<file path="config.mk">
export PLATFORM = sky130hd
export DESIGN_NAME = dmx_fixture_tx
export DESIGN_NICKNAME = d
export VERILOG_FILES = /design/src/rtl/dmx_fixture_tx_pkg.sv /design/src/rtl/dmx_fixture_tx_slot_ser.sv /design/src/rtl/dmx_fixture_tx.sv
export SDC_FILE = /design/constraint.sdc
export NUM_CORES = 1
export LEC_CHECK = 0
export ABC_AREA = 1
export CAP_MARGIN = 15
export CORE_MARGIN = 3
export CORE_UTILIZATION = 59
export CTS_CLUSTER_DIAMETER = 60
export DETAILED_ROUTE_END_ITERATION = 16
export PLACE_DENSITY = 0.78
export REMOVE_ABC_BUFFERS = 1
export SLEW_MARGIN = 20
export SYNTH_ARGS = -nofsm -noshare
export SYNTH_HDL_FRONTEND = slang
export SYNTH_SLANG_ARGS = --single-unit
</file>
<file path="constraint.sdc">
create_clock -name clk_i -period 2.9 [get_ports clk_i]
set_input_delay 0.435 -clock clk_i [delete_from_list [all_inputs] [get_ports clk_i]]
set_output_delay 0.435 -clock clk_i [all_outputs]
set_load 0.005 [all_outputs]
</file>
<file path="src/rtl/dmx_fixture_tx_pkg.sv">
// Shared definitions for the DMX512 fixture transmitter.
// Contents: FSM state encodings, the DMX start code, default bit-time
// constants and the coordinate-to-byte mapping helper.
package dmx_fixture_tx_pkg;

    // FSM state encodings
    localparam logic [2:0] StIdle  = 3'd0;
    localparam logic [2:0] StBreak = 3'd1;
    localparam logic [2:0] StMab   = 3'd2;
    localparam logic [2:0] StSlot  = 3'd3;
    localparam logic [2:0] StMtbp  = 3'd4;

    localparam logic [7:0] DmxStartCode = 8'h00;

    // Default bit-time constants (65 MHz clock, 250 kbaud)
    localparam int unsigned DefClksPerBit = 260;
    localparam int unsigned DefBreakBits  = 24;
    localparam int unsigned DefMabBits    = 3;
    localparam int unsigned DefMtbpBits   = 2;

    // start bit + 8 data bits + 2 stop bits
    localparam int unsigned SlotBits = 11;

    // Offset-subtract, divide by 4, clamp to a byte. Underflow clamps to 0.
    function automatic logic [7:0] map_coord(input logic [11:0] val, input logic [11:0] off);
        logic [11:0] diff;
        if (val < off) begin
            return 8'h00;
        end
        diff = (val - off) >> 2;
        if (diff > 12'd255) begin
            return 8'hFF;
        end
        return diff[7:0];
    endfunction

endpackage

</file>
<file path="src/rtl/dmx_fixture_tx_slot_ser.sv">
// Serialises one DMX slot: start bit 0, data[0..7] LSB first, two stop bits 1.
// Ports:
//   clk_i, rst_i   clock, asynchronous active-high reset
//   tick_i         bit tick from the baud counter
//   load_i         start a new slot with byte_i (takes priority over shifting)
//   byte_i         slot data byte
//   bit_next_o     line value for the next cycle (fed to the registered pin)
//   slot_done_o    pulse on the tick that ends the second stop bit
module dmx_fixture_tx_slot_ser
    import dmx_fixture_tx_pkg::*;
(
    input  logic       clk_i,
    input  logic       rst_i,
    input  logic       tick_i,
    input  logic       load_i,
    input  logic [7:0] byte_i,
    output logic       bit_next_o,
    output logic       slot_done_o
);

    localparam logic [3:0] LastBit = 4'(SlotBits - 1);

    logic [10:0] shreg_q, shreg_d;
    logic [3:0]  cnt_q, cnt_d;
    logic        active_q, active_d;

    assign slot_done_o = active_q && tick_i && (cnt_q == LastBit);

    always_comb begin
        shreg_d  = shreg_q;
        cnt_d    = cnt_q;
        active_d = active_q;
        if (load_i) begin
            shreg_d  = {2'b11, byte_i, 1'b0};
            cnt_d    = 4'd0;
            active_d = 1'b1;
        end else if (active_q && tick_i) begin
            // Shift in ones so the line idles at mark after the last stop bit
            shreg_d = {1'b1, shreg_q[10:1]};
            if (cnt_q == LastBit) begin
                cnt_d    = 4'd0;
                active_d = 1'b0;
            end else begin
                cnt_d = cnt_q + 4'd1;
            end
        end
    end

    assign bit_next_o = shreg_d[0];

    always_ff @(posedge clk_i or posedge rst_i) begin
        if (rst_i) begin
            shreg_q  <= '1;
            cnt_q    <= 4'd0;
            active_q <= 1'b0;
        end else begin
            shreg_q  <= shreg_d;
            cnt_q    <= cnt_d;
            active_q <= active_d;
        end
    end

endmodule

</file>
<file path="src/rtl/dmx_fixture_tx.sv">
// DMX512 fixture transmitter. Captures tracker centre-of-mass updates, maps
// them to pan/tilt bytes and sends frames continuously while enabled:
// break, mark-after-break, start code, NUM_SLOTS data slots, inter-frame mark.
// Ports:
//   clk_i, rst_i      clock, asynchronous active-high reset
//   x_com_i, y_com_i  tracked coordinates, valid with data_ready_i
//   data_ready_i      one-cycle strobe for a new coordinate pair
//   enable_i          1 = back-to-back frames; 0 = stop at the end of the frame
//   dimmer_i          intensity byte, sampled at break entry
//   dmx_out_o         registered serial line, mark = 1
//   busy_o            high outside IDLE
//   frame_done_o      pulse on the last cycle of the inter-frame mark
module dmx_fixture_tx
    import dmx_fixture_tx_pkg::*;
#(
    parameter int unsigned CLKS_PER_BIT = DefClksPerBit,
    parameter int unsigned BREAK_BITS   = DefBreakBits,
    parameter int unsigned MAB_BITS     = DefMabBits,
    parameter int unsigned MTBP_BITS    = DefMtbpBits,
    parameter int unsigned NUM_SLOTS    = 8,
    parameter int unsigned PAN_SLOT     = 1,
    parameter int unsigned TILT_SLOT    = 2,
    parameter int unsigned DIM_SLOT     = 3,
    parameter int unsigned X_OFF        = 33,
    parameter int unsigned Y_OFF        = 70
) (
    input  logic        clk_i,
    input  logic        rst_i,
    input  logic [10:0] x_com_i,
    input  logic [9:0]  y_com_i,
    input  logic        data_ready_i,
    input  logic        enable_i,
    input  logic [7:0]  dimmer_i,
    output logic        dmx_out_o,
    output logic        busy_o,
    output logic        frame_done_o
);

    localparam int unsigned BaudW = (CLKS_PER_BIT > 1) ? $clog2(CLKS_PER_BIT) : 1;
    localparam int unsigned SlotW = 10;

    localparam logic [BaudW-1:0] BaudLast  = BaudW'(CLKS_PER_BIT - 1);
    localparam logic [7:0]       BreakLast = 8'(BREAK_BITS - 1);
    localparam logic [7:0]       MabLast   = 8'(MAB_BITS - 1);
    localparam logic [7:0]       MtbpLast  = 8'(MTBP_BITS - 1);
    localparam logic [SlotW-1:0] SlotLast  = SlotW'(NUM_SLOTS);
    localparam logic [SlotW-1:0] PanIdx    = SlotW'(PAN_SLOT);
    localparam logic [SlotW-1:0] TiltIdx   = SlotW'(TILT_SLOT);
    localparam logic [SlotW-1:0] DimIdx    = SlotW'(DIM_SLOT);

    logic [2:0]       state_q, state_d;
    logic [BaudW-1:0] baud_q, baud_d;
    logic [7:0]       bit_cnt_q, bit_cnt_d;
    logic [SlotW-1:0] slot_idx_q, slot_idx_d;
    logic [7:0]       pan_cap_q, pan_cap_d;
    logic [7:0]       tilt_cap_q, tilt_cap_d;
    logic [7:0]       pan_frm_q, tilt_frm_q, dim_frm_q;
    logic             dmx_out_q, dmx_out_d;

    logic       tick;
    logic       snapshot;
    logic       ser_load;
    logic [7:0] ser_byte;
    logic       ser_bit_next;
    logic       ser_done;
    logic       frame_done;

    assign tick = (state_q != StIdle) && (baud_q == BaudLast);

    // Baud counter is held at zero in IDLE so a frame always starts on a fresh bit
    always_comb begin
        if (state_q == StIdle || tick) begin
            baud_d = '0;
        end else begin
            baud_d = baud_q + 1'b1;
        end
    end

    // Capture path; a strobe during a frame only touches these registers
    always_comb begin
        pan_cap_d  = pan_cap_q;
        tilt_cap_d = tilt_cap_q;
        if (data_ready_i) begin
            pan_cap_d  = map_coord({1'b0, x_com_i}, 12'(X_OFF));
            tilt_cap_d = map_coord({2'b00, y_com_i}, 12'(Y_OFF));
        end
    end

    always_comb begin
        state_d    = state_q;
        bit_cnt_d  = bit_cnt_q;
        slot_idx_d = slot_idx_q;
        snapshot   = 1'b0;
        ser_load   = 1'b0;
        frame_done = 1'b0;
        case (state_q)
            StIdle: begin
                if (enable_i) begin
                    state_d   = StBreak;
                    bit_cnt_d = 8'd0;
                    snapshot  = 1'b1;
                end
            end
            StBreak: begin
                if (tick) begin
                    if (bit_cnt_q == BreakLast) begin
                        state_d   = StMab;
                        bit_cnt_d = 8'd0;
                    end else begin
                        bit_cnt_d = bit_cnt_q + 8'd1;
                    end
                end
            end
            StMab: begin
                if (tick) begin
                    if (bit_cnt_q == MabLast) begin
                        state_d    = StSlot;
                        bit_cnt_d  = 8'd0;
                        slot_idx_d = '0;
                        ser_load   = 1'b1;
                    end else begin
                        bit_cnt_d = bit_cnt_q + 8'd1;
                    end
                end
            end
            StSlot: begin
                if (ser_done) begin
                    if (slot_idx_q == SlotLast) begin
                        state_d   = StMtbp;
                        bit_cnt_d = 8'd0;
                    end else begin
                        slot_idx_d = slot_idx_q + 1'b1;
                        ser_load   = 1'b1;
                    end
                end
            end
            StMtbp: begin
                if (tick) begin
                    if (bit_cnt_q == MtbpLast) begin
                        frame_done = 1'b1;
                        bit_cnt_d  = 8'd0;
                        if (enable_i) begin
                            state_d  = StBreak;
                            snapshot = 1'b1;
                        end else begin
                            state_d = StIdle;
                        end
                    end else begin
                        bit_cnt_d = bit_cnt_q + 8'd1;
                    end
                end
            end
            default: state_d = StIdle;
        endcase
    end

    // Slot data mux, indexed by the slot about to be loaded
    always_comb begin
        ser_byte = DmxStartCode;
        if (slot_idx_d != '0) begin
            if (slot_idx_d == PanIdx) begin
                ser_byte = pan_frm_q;
            end else if (slot_idx_d == TiltIdx) begin
                ser_byte = tilt_frm_q;
            end else if (slot_idx_d == DimIdx) begin
                ser_byte = dim_frm_q;
            end
        end
    end

    dmx_fixture_tx_slot_ser u_slot_ser (
        .clk_i      (clk_i),
        .rst_i      (rst_i),
        .tick_i     (tick),
        .load_i     (ser_load),
        .byte_i     (ser_byte),
        .bit_next_o (ser_bit_next),
        .slot_done_o(ser_done)
    );

    // Line value follows the next state so the pin changes on the same edge as the FSM
    always_comb begin
        case (state_d)
            StBreak: dmx_out_d = 1'b0;
            StSlot:  dmx_out_d = ser_bit_next;
            default: dmx_out_d = 1'b1;
        endcase
    end

    always_ff @(posedge clk_i or posedge rst_i) begin
        if (rst_i) begin
            state_q    <= StIdle;
            baud_q     <= '0;
            bit_cnt_q  <= 8'd0;
            slot_idx_q <= '0;
            pan_cap_q  <= 8'd0;
            tilt_cap_q <= 8'd0;
            pan_frm_q  <= 8'd0;
            tilt_frm_q <= 8'd0;
            dim_frm_q  <= 8'd0;
            dmx_out_q  <= 1'b1;
        end else begin
            state_q    <= state_d;
            baud_q     <= baud_d;
            bit_cnt_q  <= bit_cnt_d;
            slot_idx_q <= slot_idx_d;
            pan_cap_q  <= pan_cap_d;
            tilt_cap_q <= tilt_cap_d;
            dmx_out_q  <= dmx_out_d;
            // Snapshot uses the pre-update capture values
            if (snapshot) begin
                pan_frm_q  <= pan_cap_q;
                tilt_frm_q <= tilt_cap_q;
                dim_frm_q  <= dimmer_i;
            end
        end
    end

    assign dmx_out_o    = dmx_out_q;
    assign busy_o       = (state_q != StIdle);
    assign frame_done_o = frame_done;

endmodule

</file>
==> results_dict.tcl, run 1 <==
set metrics [dict create \
    diodes 0 \
    grt_overflow 0 \
    place.gp.congestion 0.879 \
    worstSkewPairLatency_ns 0.36 \
    r2r_setup_slack_ns 0.23 \
    detail_route.wl_per_cell_um 13.3 \
    final_antenna_net_count 0 \
    cts_tree "yes" \
    cts.sinks 87 \
    critPathMaxFanout 5 \
    grt_pass1_wl_mm 18.0 \
    rows 32 \
    cap_violations 0 \
    multiInputGateArea_um2 2370 \
    final_common_cell "nand2_1" \
    drtIter0Drc 189 \
    reg2regPathDepth 18 \
    grt_busiest_layer "met2" \
    dieArea_um2 9450 \
    fin_crit_sh 0.954 \
    grt_use_met1 0.296 \
    synth.distinct_cells 42 \
    largest_reg_flops 11 \
    ys.flop_type "dfrtp_1" \
    clock_skew_ns 0.0129 \
    place_area_um2 5380 \
    antenna_found_initial 0 \
    reg_top3 "u_slot_ser.shreg_q x11, slot_idx_q x10, baud_q x9" \
    cts_made_buffers 9 \
    dp.cells 762 \
    hold_viol 0 \
    yosysSeqAreaShare 0.447 \
    status "completed" \
    die_y_um 97.2 \
    dr.pass1.iters 5 \
    cp_data_arrival_time_ns 2.33 \
    drc 0 \
    synthArstFlopShare 1.00 \
    core_area_um2 7890 \
    slew_headroom 0.403 \
    yosys_warnings 0 \
    final_nets 714 \
    setup_violations 0 \
    synth_cells 630 \
    hp-class "input port to async pin" \
    dpl.hpwl_mm 7.71 \
    use_met3 0.0330 \
    syn_area_um2 4910 \
    power.total_mw 2.41 \
    design_area_um2 5670 \
    rr_endpoint "u_slot_ser.shreg_q[3]" \
    fin_crit_ns 2.77 \
    die_w_um 97.2 \
    tightest_slew_ns 0.896 \
    synth_area_leaders "dfrtp_1 38%, nand2_1 9.4%, nor2_1 7.3%" \
    synth_edf_count 0 \
    cts_htree_levels 3 \
    cp-start-kind "flop" \
    grt_pass1_vias 4114 \
    drive_gt1_frac 0.127 \
    ir_worst_vdd_uv 252 \
    final_cell_mix "123 x nand2_1, 94 x nor2_1, 75 x dfrtp_1" \
    use_met2 0.392 \
    critPathRequiredTime_ns 2.47 \
    clockBufferDepth 2 \
    power-per-cell-area_nw_per_um2 425 \
    crit_path_end_kind "primary output" \
    final_util 0.718 \
    io_buffer_count 34 \
    fill_cells 610 \
    seqCellArea_um2 2190 \
    largest_register "u_slot_ser.shreg_q" \
    area_delta_synth_final_pct 15.4 \
    leakage_nw 2.76 \
    syn_area_per_cell_um2 7.79 \
    path_clk_slew_ns 0.08 \
    grt.total_usage 0.229 \
    stdcell_count 781 \
    clockRootBuffer "clkbuf_8" \
    grt_max_degree 39 \
    via_per_inst 5.49 \
    slew_violations 0 \
    initial_core_util 0.622 \
    ys_seq_elements 87 \
    fmax_ghz 0.362 \
    vias 4284 \
    worstReg2RegStart "baud_q[0]" \
    boundaryPins 36 \
    synth_top_cell_by_area "dfrtp_1" \
    path_class "flop to primary output" \
    rsz0062_at_grt "no" \
    synth_top_area_frac 0.382 \
    wl_mm 10.4 \
]
## area by class of cell
class	count	area share
repair buffers	42	0.0751
flip-flops and latches	87	0.387
multi-input cells	451	0.418
clock buffers	11	0.0232
clock inverters	5	0.0188
well taps	102	0.0225
inverters	83	0.0552
## worst max path at each step
stage	startpoint	end	slack, ns	cells after the start
2_1_floorplan	baud_q[0]	dim_frm_q[0]	-0.82	9
3_3_place_gp	baud_q[0]	u_slot_ser.shreg_q[5]	0.29	18
3_5_place_dp	baud_q[0]	u_slot_ser.shreg_q[3]	0.20	18
4_1_cts	baud_q[0]	frame_done_o	0.01	8
5_1_grt	baud_q[0]	u_slot_ser.shreg_q[4]	0.01	15
6_report	baud_q[0]	frame_done_o	0.13	8
## synth_stat cells, types with 3 or more instances
library cell  count
nor2_4            3
nor2_2            5
inv_2            10
nor3b_1           3
o21ai_0          42
nor2_1           95
o22ai_1          19
dfrtp_1          75
xor2_1            6
or2_2             3
dfstp_2          12
nand2_1         123
nor3_1           16
nand2_2           8
inv_1            71
mux2_2            9
ha_1              7
xnor2_1           3
a31oi_1           6
nand3_1          56
clkbuf_1          5
a21oi_1          17
nand4_1           6
a22oi_1           4
## report_power, final
group          switching [mW]  internal (mW)
sequential            0.00590           1.24
clock                   0.435          0.575
combinational          0.0812         0.0720
total                   0.522           1.88
## metal layers
metal	wire [µm]	vias to the layer above
li1	-	2163
met1	4750	2002
met2	5040	102
met3	416	17
met4	192	0
met5	0	-
## cell families (layout without fill, tap and decap cells)
logic type | count (synthesis) | count (layout) | synth area share
buffers and inverters | 92 | 141 | 0.0739
AND/OR/NAND/NOR | 328 | 328 | 0.309
AO/OA/AOI/OAI | 98 | 98 | 0.115
XOR/XNOR | 9 | 9 | 0.0161
multiplexers | 9 | 9 | 0.0206
adder cells (fa/ha/maj) | 7 | 7 | 0.0178
flip-flops | 87 | 87 | 0.447
## what timing repair did
| action | 4_1_cts | 5_1_grt |
|---|---|---|
| hold buffers | 0 | 0 |
| endpoints found under the setup margin | 0 | 9 |
| gates resized for setup | 0 | 3 |
| buffers inserted | 0 | 3 |
## worst max-delay path, cell delays in order, from the launching register on
cell	delay [ns]
dfrtp_1	0.38
ha_1	0.24
nand2_1	0.11
inv_2	0.07
nand2_2	0.08
nor2_8	0.15
nand2_1	0.18
nor3_4	0.24
clkdlybuf4s50_1	0.53
## metrics by stage
stage                     setup WS (ns)  hold WS (ns)  setup TNS, ns
final                             0.134         0.457              0
after global routing             0.0109         0.488              0
after CTS                        0.0120         0.466              0
after detailed placement          0.196         0.454              0
after global placement            0.292         0.444              0
after floorplan                  -0.819         0.433         -18.30
Power figures use the tool's default switching activity.
==> run 2, diff against run 1 <==
- CORE_UTILIZATION: 59 -> 53
- PLACE_DENSITY: 0.78 -> 0.74
- clock period: 2.9 -> 2.3 ns (I/O delays scaled with it)
==> run 2 against run 1 <==
Compared with the run above:
- utilization is essentially flat
- global-route usage up 0.74 points
- cell count up 7.6%
- sequential share of layout area decreased by 4.2 points
- sequential power grew 27%
- critical path depth increased by 9
- largest power group unchanged
- via count rose by 4.5%
- power rose by 23%
- the flow now finishes with violations (negative setup slack)
- setup slack lost 0.28 ns
- register-to-register slack worse by 0.38 ns
- non-clock buffer count grew 52
==> results_dict.tcl, run 2 (synthesized netlist as in run 1, its figures left out) <==
set metrics [dict create \
    drc 0 \
    final_util 0.719 \
    grt_pass1_wl_mm 19.8 \
    ir_worst_vdd_uv 382 \
    crit_top_cell "nand2_4" \
    detail_route.wl_per_cell_um 13.8 \
    dpl.hpwl_mm 8.17 \
    tightest_slew_ns 0.405 \
    largest_reg_flops 11 \
    largest_register "u_slot_ser.shreg_q" \
    cp_top_family "simple AND/OR/NAND/NOR gates" \
    cp.depth 17 \
    place.gp.congestion 0.895 \
    grt_pass1_vias 4385 \
    drtIter0Drc 232 \
    place_area_um2 5740 \
    reg_top3 "u_slot_ser.shreg_q x11, slot_idx_q x10, baud_q x9" \
    crit_slowest_cell "dfrtp_1" \
    antenna_found_initial 0 \
    slew_violations 0 \
    critPathMaxFanout 8 \
    die_w_um 102 \
    dieArea_um2 10500 \
    via_per_inst 5.33 \
    power.total_mw 2.95 \
    hp-class "input port to async pin" \
    cp-start-kind "flop" \
    cts_made_buffers 9 \
    diodes 0 \
    cts_hold_buffers 0 \
    vias 4478 \
    fin_crit_ns 2.45 \
    cts_tree "yes" \
    crit_path_end_kind "flop" \
    worstSkewPairLatency_ns 0.36 \
    grt.total_usage 0.236 \
    final_common_cell "nand2_1" \
    crit_path_start "baud_q[0]" \
    setup_violations 8 \
    final_cell_mix "110 x nand2_1, 75 x nor2_1, 75 x dfrtp_1" \
    drive_gt1_frac 0.268 \
    grt_overflow 0 \
    critical_path.cell_chain "ha_4, nand2_4, inv_2, nand2_4, nor2_8, nand3_4, nor2_8, buf_6, nand3_2, nand2_2, nand2_4, nor2_4, nand4_4, nor2_2, nor2_2, nand2_2, nand2_1" \
    boundaryPins 36 \
    final_nets 767 \
    slowest_delay_ns 0.41 \
    fin_crit_sh 1.06 \
    die_y_um 102 \
    failed_checks "negative setup slack" \
    status "finished, violations left" \
    worstReg2RegStart "baud_q[0]" \
    cts_htree_levels 3 \
    cp_data_arrival_time_ns 2.73 \
    initial_core_util 0.555 \
    grt_max_degree 45 \
    clock_skew_ns 0.0168 \
    cap_violations 0 \
    path_class "flop to flop" \
    design_area_um2 6360 \
    clockBufferDepth 2 \
    area_delta_synth_final_pct 29.6 \
    core_area_um2 8850 \
    r2r_setup_slack_ns -0.15 \
    crit_end "u_slot_ser.shreg_q[3]" \
    rr_endpoint "u_slot_ser.shreg_q[3]" \
    fmax_ghz 0.409 \
    power-per-cell-area_nw_per_um2 464 \
    path_clk_slew_ns 0.09 \
    leakage_nw 3.12 \
    wl_mm 11.6 \
    dr.pass1.iters 5 \
    io_buffer_count 34 \
    critPathRequiredTime_ns 2.59 \
    fin_ws_ns -0.146 \
    rows 34 \
    final_antenna_net_count 0 \
    worstPathBufferInverterCount 2 \
    reg2regPathDepth 17 \
    clockRootBuffer "clkbuf_8" \
    slew_headroom 0.728 \
    rsz0062_at_grt "yes" \
    cts.sinks 87 \
    hold_viol 0 \
]
==> run 2: cell types whose count changed in the layout (fill, tap and decap cells not counted), moves of 4 or more <==
cell     delta
nor2_2     +13
buf_6       +4
nand3_2    +19
nor2_4      +6
nand2_4     +4
nor2_1     -19
nand2_2     +9
nand2_1    -13
nand3_1    -20
buf_4      +47
==> run 2: how the worst min path moves through the flow <==
stage | from | depth (start not counted) | endpoint
floorplan | baud_q[0] | 1 | baud_q[0]
global placement | u_slot_ser.shreg_q[10] | 2 | u_slot_ser.shreg_q[10]
detailed placement | u_slot_ser.shreg_q[10] | 2 | u_slot_ser.shreg_q[10]
CTS | rst_i | 2 | baud_q[7]
global route | rst_i | 2 | baud_q[7]
finish | rst_i | 2 | baud_q[7]
==> run 2: through the flow <==
stage          std cells  setup WS (ns)  TNS [ns]  hold slack, ns
6_report             840         -0.146    -0.841           0.286
5_1_grt              840         -0.285     -2.05           0.312
4_1_cts              836        -0.0720    -0.509           0.283
3_5_place_dp         812         -0.154     -1.26           0.461
3_3_place_gp         812        -0.0513    -0.350           0.456
2_1_floorplan        621          -1.42    -54.55           0.433
==> run 2: final cells by class <==
| type | instances | area [µm²] |
|---|---|---|
| inverter | 83 | 313 |
| fill | 643 | 2490 |
| tap | 108 | 135 |
| sequential | 87 | 2190 |
| clock buffer | 11 | 141 |
| timing repair buffer | 94 | 838 |
| multi-input combinational | 452 | 2660 |
| clock inverter | 5 | 81.3 |
==> run 2: power by group <==
part           internal (mW)  switching (mW)  total [mW]
clock                  0.643           0.546        1.19
combinational         0.0937           0.104       0.197
sequential              1.56         0.00769        1.57
==> run 2: timing repair <==
item,CTS,global route
gates resized for setup,32,52
gates cloned,2,0
pin swaps,19,36
setup endpoints to repair,12,16
setup buffers,6,5
==> run 2: per-layer routing <==
layer	track usage	part of all wire	vias to the layer above	routed length, µm
li1	-	-	2274	-
met1	0.309	0.44	2062	5120
met2	0.402	0.49	109	5720
met3	0.0314	0.035	33	406
met4	0.0838	0.029	0	333
met5	0	0	-	0
==> run 3, diff against run 2 <==
- GPL_TIMING_DRIVEN: default -> 0
==> run 3 against run 2 <==
Compared with the run above:
- the flow still finishes with violations (negative setup slack)
- setup slack better by 0.046 ns
- cell area down 4.8%
- first-iteration DRC count down 3.4%
- sequential share of layout area up 1.8 points
- die area unchanged
- critical path type unchanged
==> results_dict.tcl, run 3 (synthesized netlist as in run 1, its figures left out) <==
set metrics [dict create \
    critPathRequiredTime_ns 2.61 \
    rows 34 \
    area_delta_synth_final_pct 23.4 \
    slew_headroom 0.544 \
    boundaryPins 36 \
    cp-start-kind "flop" \
    detail_route.wl_per_cell_um 14.0 \
    die_y_um 102 \
    crit_path_end_kind "flop" \
    holdWs_ns 0.438 \
    clockBufferDepth 2 \
    largest_reg_flops 11 \
    grt_pass1_vias 4339 \
    dieArea_um2 10500 \
    path_class "flop to flop" \
    setup_violations 8 \
    rsz0062_at_grt "yes" \
    p_sw_frac 0.239 \
    power-per-cell-area_nw_per_um2 474 \
    power.internal_mw 2.19 \
    core_area_um2 8850 \
    tightest_slew_ns 0.683 \
    rr_endpoint "u_slot_ser.shreg_q[5]" \
    fin_crit_sh 1.04 \
    cts.sinks 87 \
    drive_gt1_frac 0.222 \
    vias 4454 \
    place.gp.congestion 0.907 \
    met2_length_mm 5.64 \
    antenna_found_initial 0 \
    cts_tree "yes" \
    reg2regPathDepth 17 \
    slew_violations 0 \
    routed-wl-met3_um 628 \
    final_cell_mix "113 x nand2_1, 75 x nor2_1, 73 x dfrtp_1" \
    largest_register "u_slot_ser.shreg_q" \
    grt.total_usage 0.230 \
    fill_cells 697 \
    diodes 0 \
    fmax_ghz 0.417 \
    hp-class "input port to async pin" \
    dr.pass1.iters 4 \
    fin_ws_ns -0.100 \
    leakage_nw 2.94 \
    grt_max_degree 57 \
    hold_viol 0 \
    met1_length_mm 4.87 \
    p_sw_mw 0.685 \
    via_per_inst 5.49 \
    failed_checks "negative setup slack" \
    power_frac_comb 0.068 \
    initial_core_util 0.555 \
    io_buffer_count 34 \
    seqPwrFrac 0.547 \
    fin_crit_ns 2.40 \
    grt_overflow 0 \
    cap_violations 0 \
    clock_skew_ns 0.0225 \
    path_clk_slew_ns 0.10 \
    status "finished, violations left" \
    cts_made_buffers 9 \
    cts_htree_levels 3 \
    cp_data_arrival_time_ns 2.71 \
    final_antenna_net_count 0 \
    worstReg2RegStart "baud_q[1]" \
    ir_worst_vdd_uv 294 \
    r2r_setup_slack_ns -0.10 \
    final_common_cell "nand2_1" \
    highest_layer "met4" \
    dpl.hpwl_mm 7.72 \
    reg_top3 "u_slot_ser.shreg_q x11, slot_idx_q x10, baud_q x9" \
    die_w_um 102 \
    p_clk_frac 0.386 \
    critPathMaxFanout 8 \
    drtIter0Drc 224 \
    grt_pass1_wl_mm 19.2 \
    drc 0 \
    cts_hold_buffers 0 \
    worstSkewPairLatency_ns 0.38 \
    final_nets 738 \
    wl_mm 11.3 \
    clockRootBuffer "clkbuf_8" \
    fin_setup_tns_ns -0.687 \
]
run 3: changes by cell type in the layout (fill, tap and decap cells not counted), sizes merged, moves of 2 or more:
cell	change
buf	-30
clkinv	-2
clkinvlp	+2
inv	+2
run 3: routing by layer:
layer	global-route usage	up-vias
li1	-	2210
met5	0	-
met3	0.0512	21
met4	0.0706	0
met2	0.396	111
met1	0.290	2112
run 3: worst max-delay path by stage:
stage	startpoint	to	slack, ns	depth (start not counted)
final	baud_q[1]	u_slot_ser.shreg_q[5]	-0.10	17
after global routing	baud_q[1]	u_slot_ser.shreg_q[4]	-0.31	18
after CTS	bit_cnt_q[6]	frame_done_o	-0.16	6
after detailed placement	baud_q[0]	u_slot_ser.shreg_q[3]	-0.39	18
after global placement	baud_q[0]	state_q[0]	-2.30	9
after floorplan	baud_q[0]	dim_frm_q[0]	-1.42	9
run 3: cell type report:
type	count	area [µm²]	area share
repair buffers	65	637	0.105
multi-input cells	452	2570	0.424
flip-flops and latches	87	2190	0.362
well taps	108	135	0.0223
clock inverters	6	67.6	0.0112
inverters	83	318	0.0525
clock buffers	10	138	0.0227
run 3: what timing repair did:
item / CTS / global route
cloned: 1 / 0
pin swaps: 16 / 15
setup endpoints to repair: 21 / 24
hold endpoints to repair: 0 / 0
setup buffers: 18 / 11
resized for setup: 32 / 31
run 3: metrics by stage:
step	instances	cell area, µm²	power [mW]	utilization	setup slack [ns]
after detailed placement	765	5390	1.79	0.610	-0.386
after global placement	763	5330	1.78	0.603	-2.30
after global routing	811	6060	2.99	0.685	-0.313
final	811	6060	2.87	0.685	-0.100
after floorplan	621	4860	1.70	-	-1.42
after CTS	800	5880	2.88	0.664	-0.164
run 3: critical path, stage by stage (launching register included):
cell and delay [ns]:
dfrtp_1 0.41, ha_4 0.16, nand2_2 0.06, inv_2 0.07, nand2_4 0.06, nor2_8 0.16
buf_6 0.12, nand4_4 0.14, nor2_2 0.16, nand2_1 0.06, nand2_1 0.16, nand2_4 0.09
buf_4 0.15, nor2_4 0.18, nand3_1 0.10, nand3_1 0.12, nand2_1 0.07, nand2_1 0.05
run 3: power by group through the flow:
stage | Clock [mW] | Sequential [mW] | Combinational (mW)
floorplan | 0 | 1.60 | 0.101
global placement | 0 | 1.60 | 0.182
detailed placement | 0 | 1.60 | 0.195
CTS | 1.12 | 1.57 | 0.196
global route | 1.20 | 1.57 | 0.222
finish | 1.11 | 1.57 | 0.194
